File: src/rtl/tts_pkg.sv
// Shared types and helpers for the truth-table scanner.
package tts_pkg;

  typedef enum logic {
    ST_IDLE = 1'b0,
    ST_HOLD = 1'b1
  } tts_state_e;

  localparam int TTS_SETTLE_W = 4;

  function automatic int tts_table_w(input int n_in);
    return 1 << n_in;
  endfunction

endpackage

File: src/rtl/tts_hold_timer.sv
// Per-vector hold timer: loads the settle count, counts down to zero and then parks there.
import tts_pkg::*;

module tts_hold_timer #(
  parameter logic [TTS_SETTLE_W-1:0] SETTLE = 4'd1
) (
  input  logic i_clk,
  input  logic i_rst,
  input  logic i_load,
  output logic o_zero
);

  logic [TTS_SETTLE_W-1:0] r_cnt;

  always_ff @(posedge i_clk or posedge i_rst) begin
    if (i_rst) begin
      r_cnt <= '0;
    end else if (i_load) begin
      r_cnt <= SETTLE;
    end else if (r_cnt != '0) begin
      r_cnt <= r_cnt - 1'b1;
    end
  end

  assign o_zero = (r_cnt == '0);

endmodule

File: src/rtl/truth_table_scanner.sv
// Steps every input vector into a combinational function, samples its response into a
// truth table and counts the minterms.
import tts_pkg::*;

module truth_table_scanner #(
  parameter int N_IN   = 4,
  parameter int SETTLE = 1
) (
  input  logic                           i_clk,
  input  logic                           i_rst,
  // Level request, taken on any edge where o_busy is low; ignored while a scan runs.
  input  logic                           i_start,
  output logic [N_IN-1:0]                o_abcd,
  input  logic                           i_f,
  output logic                           o_busy,
  output logic                           o_done,
  output logic [tts_table_w(N_IN)-1:0]   o_table,
  output logic [N_IN:0]                  o_ones,
  output tts_state_e                     o_dbg_state
);

  localparam logic [N_IN-1:0] LAST_VEC = '1;

  tts_state_e                 r_state;
  tts_state_e                 w_state_nxt;
  logic [N_IN-1:0]            r_abcd;
  logic                       r_busy;
  logic                       r_done;
  logic [tts_table_w(N_IN)-1:0] r_table;
  logic [N_IN:0]              r_ones;

  logic w_zero;
  logic w_accept;
  logic w_sample;
  logic w_last;
  logic w_load;

  assign w_accept = (r_state == ST_IDLE) && i_start;
  assign w_sample = (r_state == ST_HOLD) && w_zero;
  assign w_last   = (r_abcd == LAST_VEC);
  assign w_load   = w_accept || (w_sample && !w_last);

  tts_hold_timer #(
    .SETTLE (TTS_SETTLE_W'(SETTLE))
  ) u_timer (
    .i_clk  (i_clk),
    .i_rst  (i_rst),
    .i_load (w_load),
    .o_zero (w_zero)
  );

  always_ff @(posedge i_clk or posedge i_rst) begin
    if (i_rst) begin
      r_state <= ST_IDLE;
    end else begin
      r_state <= w_state_nxt;
    end
  end

  always_comb begin
    w_state_nxt = r_state;
    case (r_state)
      ST_IDLE: if (w_accept) w_state_nxt = ST_HOLD;
      ST_HOLD: if (w_sample && w_last) w_state_nxt = ST_IDLE;
      default: w_state_nxt = ST_IDLE;
    endcase
  end

  always_ff @(posedge i_clk or posedge i_rst) begin
    if (i_rst) begin
      r_abcd  <= '0;
      r_busy  <= 1'b0;
      r_done  <= 1'b0;
      r_table <= '0;
      r_ones  <= '0;
    end else begin
      r_done <= 1'b0;
      if (w_accept) begin
        r_busy  <= 1'b1;
        r_abcd  <= '0;
        r_table <= '0;
        r_ones  <= '0;
      end else if (w_sample) begin
        r_table[r_abcd] <= i_f;
        r_ones          <= r_ones + (N_IN+1)'(i_f);
        if (w_last) begin
          r_busy <= 1'b0;
          r_done <= 1'b1;
          r_abcd <= '0;
        end else begin
          r_abcd <= r_abcd + 1'b1;
        end
      end
    end
  end

  assign o_abcd      = r_abcd;
  assign o_busy      = r_busy;
  assign o_done      = r_done;
  assign o_table     = r_table;
  assign o_ones      = r_ones;
  assign o_dbg_state = r_state;

endmodule

File: config.mk
export PLATFORM = sky130hd
export DESIGN_NAME = truth_table_scanner
export DESIGN_NICKNAME = d
export VERILOG_FILES = /design/src/rtl/tts_pkg.sv /design/src/rtl/tts_hold_timer.sv /design/src/rtl/truth_table_scanner.sv
export SDC_FILE = /design/constraint.sdc
export NUM_CORES = 1
export LEC_CHECK = 0
export CAP_MARGIN = 20
export CORE_MARGIN = 5
export CORE_UTILIZATION = 55
export DETAILED_ROUTE_END_ITERATION = 12
export PLACE_DENSITY = 0.81
export SETUP_SLACK_MARGIN = 0.05
export SYNTH_ARGS = -nofsm -noshare
export SYNTH_HDL_FRONTEND = slang
export SYNTH_SLANG_ARGS = --single-unit
File: constraint.sdc
create_clock -name i_clk -period 2.2 [get_ports i_clk]
set_input_delay 0.33 -clock i_clk [delete_from_list [all_inputs] [get_ports i_clk]]
set_output_delay 0.33 -clock i_clk [all_outputs]
set_load 0.02 [all_outputs]
Yosys cells after proc, flatten, opt, wreduce, memory -nomap -nowiden. Index checks and enable logic that the tools add are counted. W data, S select, Z words.

Register bits after elaboration: 32. Input bits: 4. Output and inout port bits: 28. Word-level logic and storage cells: 48.

$add $sub $neg: 3. Magnitude comparators: 2. Equality and inequality tests: 1. Mux-type cells: 21. Bitwise logic cells: 1. Reduce and logical (&&, ||, !) cells: 13.

Operators by type and width (count): $mux W16 (2); $mux W4 (5); $bwmux W16 (1); $mux W5 (2); $mux W1 (9); $reduce_bool A2 Y1 (3); $add A5 B1 Y5 (1); $logic_and A1 B1 Y1 (5); $lt A4 B5 Y1 const B (1); $add A4 B1 Y4 const B (1); $demux W1 S4 (1); $eq A4 B4 Y1 const B (1); $ge A4 B1 Y1 const B (1); $logic_not A4 Y1 (1); $reduce_bool A4 Y1 (1); $sub A4 B1 Y4 const B (1); $pmux W1 S2 (1); $reduce_and A2 Y1 (1); $logic_not A1 Y1 (1); $logic_or A1 B1 Y1 (1); $not A1 Y1 (1).

Logic depth before layout (Yosys ltp).
Depth after elaboration: 7. Depth in mapped cells: 6. Mapped depth without buffers: 5.

Cells and area by module. From an unflattened synthesis, not the netlist that was laid out.

Cell total of the unflattened synthesis: 144. Area total of the unflattened synthesis: 1561.5 µm².

By module, submodules not included: truth_table_scanner (instances 1, cells each 121, area an instance 1327.5 µm², sequential area each 700.7 µm²); tts_hold_timer (instances 1, cells each 23, area an instance 234.0 µm², sequential area each 100.1 µm²).

Least setup slack after synthesis. No wires, ideal clock.

Kind: reg-to-reg. Start: register u_timer.r_cnt[0]. End: register r_abcd[3], in the netlist o_abcd[3]. Setup time: 0.129 ns. Arrival time: 1.308 ns. Data required time: 2.071 ns. Setup slack: 0.763 ns. Stages on the path, launching flop included: 7. Path buffers: 1. Clock period less this slack: 1.437 ns. Path through: dfrtp_1 -> inv_1 -> ha_1 -> nand4bb_1 -> buf_2 -> o311ai_0 -> nand2_1.

Word-level cells in the longest chain between the ends: 3.

Ends and longest elaborated chain: start: declaration (RTL line tts_hold_timer.sv:13) `logic [TTS_SETTLE_W-1:0] r_cnt;`; start signal: assignment (RTL line tts_hold_timer.sv:21) `r_cnt <= r_cnt - 1'b1;`; $logic_not A4 Y1 (RTL line tts_hold_timer.sv:25) `assign o_zero = (r_cnt == '0);`; $logic_and A1 B1 Y1 (RTL line truth_table_scanner.sv:39) `assign w_sample = (r_state == ST_HOLD) && w_zero;`; $reduce_bool A2 Y1 (no source line); end signal: assignment (RTL line truth_table_scanner.sv:91) `r_abcd <= r_abcd + 1'b1;`; end: declaration (RTL line truth_table_scanner.sv:26) `logic [N_IN-1:0] r_abcd;`.

Every way passes these cells. A chain may end at the register's enable or synchronous reset.

Worst setup path in the final report.
Start: register r_state, in the netlist o_dbg_state. End: output port o_dbg_state.

RTL lines: start: declaration (RTL line truth_table_scanner.sv:24) `tts_state_e r_state;`; start signal: assignment (RTL line truth_table_scanner.sv:56) `r_state <= w_state_nxt;`; end: declaration (RTL line truth_table_scanner.sv:19) `output tts_state_e o_dbg_state`.

No word-level cell between the ends.

==> impl_metrics.tcl <==
set metrics [dict create \
    synth-seq-cells 32 \
    drt_first_pass_iters 4 \
    clock_power_share_pct 13.5 \
    finalWorstPathRequiredPeriod_ns 1.82 \
    seq_area_frac_synth_pct 49.2 \
    powerDensity_nw_per_um2 1340 \
    cts_tree "done" \
    critPathLaunch "o_dbg_state" \
    crit_path_cell_trace "clkdlybuf4s50_1" \
    peakVddDrop_v 0.000690 \
    outcome "completed" \
    r2r-start "u_timer.r_cnt[0]" \
    hold_viol_final 0 \
    antenna_found_initial 0 \
    p_int_mw 1.54 \
    cp_num_buf_inv 1 \
    power_switching_mw 1.12 \
    wl_per_cell_um 16.6 \
    slowest_stage "clkdlybuf4s50_1" \
    sw_frac_of_total_pct 42.1 \
    die_x_um 64.4 \
    hold_buffers 0 \
    cpPeakStageDelay_ns 0.66 \
    synth.distinct_cells 35 \
    fp.coreArea_um2 2810 \
    gp_congestion 0.843 \
    crit_required_ns 1.87 \
    postCtsSetupRepairBufs 0 \
    clockBufferDepth 2 \
    multi_input_area_um2 738 \
    clkTransAtPathRegs_ns 0.10 \
    die_area_um2 4140 \
    period_share_pct 82.5 \
    drt.antenna.violating_nets 0 \
    crit_type "flop to output port" \
    finalPower_mw 2.67 \
    crit_family "buffers and inverters" \
    ys_warn_count 0 \
    crit_path_end_kind "output port" \
    cap_violations 0 \
    fin_tns_setup_ns 0 \
    yosys.area.top_type_share_pct 49.2 \
    cts_root_buf "clkbuf_4" \
    grt_pass1_vias 1308 \
    slew_viol_final 0 \
    worst_slew_pin_slew_ns 0.567 \
    final-setup-viol-count 0 \
    placement.io_buffers 31 \
    syn-instance-count 158 \
    synth_edf_count 0 \
    synth-async-reset-ratio_pct 100 \
    crit_fanout 10 \
    p_comb_share_pct 48.7 \
    cts_resized 0 \
    initial_core_util_pct 58.0 \
    cp-start-kind "flop" \
    num_vias 1295 \
    clock_skew_ns 0.00916 \
    p_leak_nw 0.961 \
    cts_buffers 5 \
    seq_area_um2 801 \
    antenna_cells 0 \
    ios 32 \
    slew_headroom_pct 62.2 \
    yosysMostFrequentCell "dfrtp_1" \
    fin_nets 200 \
    grt_pass1_wl_um 6220 \
    rsz0062_at_grt "no" \
    htreeDepth 2 \
    grt_max_degree 33 \
    rows 19 \
    area_growth_pct 22.2 \
    syn_nets 169 \
    via_per_inst 5.86 \
    ys_top_cells_by_area "dfrtp_1 (49%), mux2i_1 (11%), nand2_1 (6.2%), nand3_1 (6.2%), ha_1 (5.4%)" \
    final_layout_size_suffix_gt1_share_pct 6.84 \
    drt_iter0_markers 95 \
    drc 0 \
    dp_hpwl_um 2510 \
    synth_ff_type "dfrtp_1" \
    die_y_um 64.4 \
    power_frac_seq_pct 37.8 \
    fmax_mhz 551 \
    clkSinkCount 32 \
    syn_area_per_cell_um2 10.3 \
    wirelength_um 3670 \
    holdCritPathClass "input port to asynchronous set/reset pin" \
    synth.largest_area_cell "dfrtp_1" \
    grtUsageTotal_pct 19.2 \
    synth_commonest_cells "dfrtp_1 (32), nand2_1 (27), nand3_1 (20), mux2i_1 (18), ha_1 (7)" \
    worst_skew_pair.late_latency_ns 0.34 \
    netlist_area_um2 1630 \
    arrival_ns 1.49 \
    fill_cells 228 \
    grt_overflow 0 \
]
-- cell usage in the layout (no fill, tap or decap), types with 2 or more instances in the layout --
master	synthesis	routed
clkbuf_4	0	5
nand2_1	27	27
nor3_1	2	2
clkdlybuf4s50_1	0	31
o21ai_0	3	3
ha_1	7	7
clkbuf_1	1	2
nand3_1	20	20
mux2i_1	18	18
o31ai_1	2	2
a21oi_1	6	6
buf_4	2	2
nor2_1	5	5
nand4_1	2	2
inv_1	6	6
dfrtp_1	32	32
-- power by group through the flow --
stage                     clock (mW)  sequential [mW]  combinational [mW]
after floorplan                    0             1.20               0.609
after global placement             0            0.997                1.25
after detailed placement           0             1.01                1.29
after CTS                      0.360             1.01                1.31
after global routing           0.392             1.04                1.42
final                          0.360             1.01                1.30
-- cells by family (layout without fill, tap and decap cells) --
kind of cell,count (synthesis),after routing,share of synthesized area (%)
multiplexers,19,19,12.0
AO/OA/AOI/OAI,17,17,7.00
buffers and inverters,16,48,5.38
XOR/XNOR,1,1,0.539
adder cells (fa/ha/maj),7,7,5.38
AND/OR/NAND/NOR,66,66,20.5
flip-flops,32,32,49.2
-- sequential cells by signal, indices dropped and copies added (netlist names) --
register	flops
o_abcd	4
o_busy	1
o_dbg_state	1
o_done	1
o_ones	5
o_table	16
u_timer.r_cnt	4
-- area by class of cell --
class                           instances  area share (%)
Multi-Input combinational cell        110            37.1
Inverter                                7            1.32
Sequential cell                        32            40.3
Tap cell                               31            1.95
Clock buffer                            8            2.96
Timing Repair Buffer                   33            16.4
-- path summary, 6_finish.rpt --
check	endpoint	cells past startpoint	slack, ns
worst max-delay path	o_dbg_state	1	0.38
worst min-delay path	o_table[12]	3	0.36
worst max register to register	o_abcd[3]	5	0.40
worst min register to register	o_ones[3]	1	0.53
max in group asynchronous	o_table[3]	3	1.53
min in group i_clk	o_ones[3]	1	0.53
-- stage by stage --
step | instances | util, % | hold slack, ns | area (um2) | setup WS, ns
2_1_floorplan | 158 | - | 0.446 | 1630 | 0.763
3_3_place_gp | 213 | 68.8 | 0.499 | 1930 | 0.490
3_5_place_dp | 213 | 68.8 | 0.512 | 1930 | 0.442
4_1_cts | 221 | 70.9 | 0.387 | 1990 | 0.385
5_1_grt | 221 | 70.9 | 0.404 | 1990 | 0.246
6_report | 221 | 70.9 | 0.362 | 1990 | 0.385
-- routing by layer --
metal | up-vias | track usage, % | wire length (um)
met4 | 0 | 5.28 | 37
li1 | 612 | - | -
met5 | - | 0 | 0
met3 | 5 | 6.30 | 278
met1 | 619 | 24.9 | 1630
met2 | 59 | 30.8 | 1730
No activity file was read; power rests on OpenSTA's default activity.
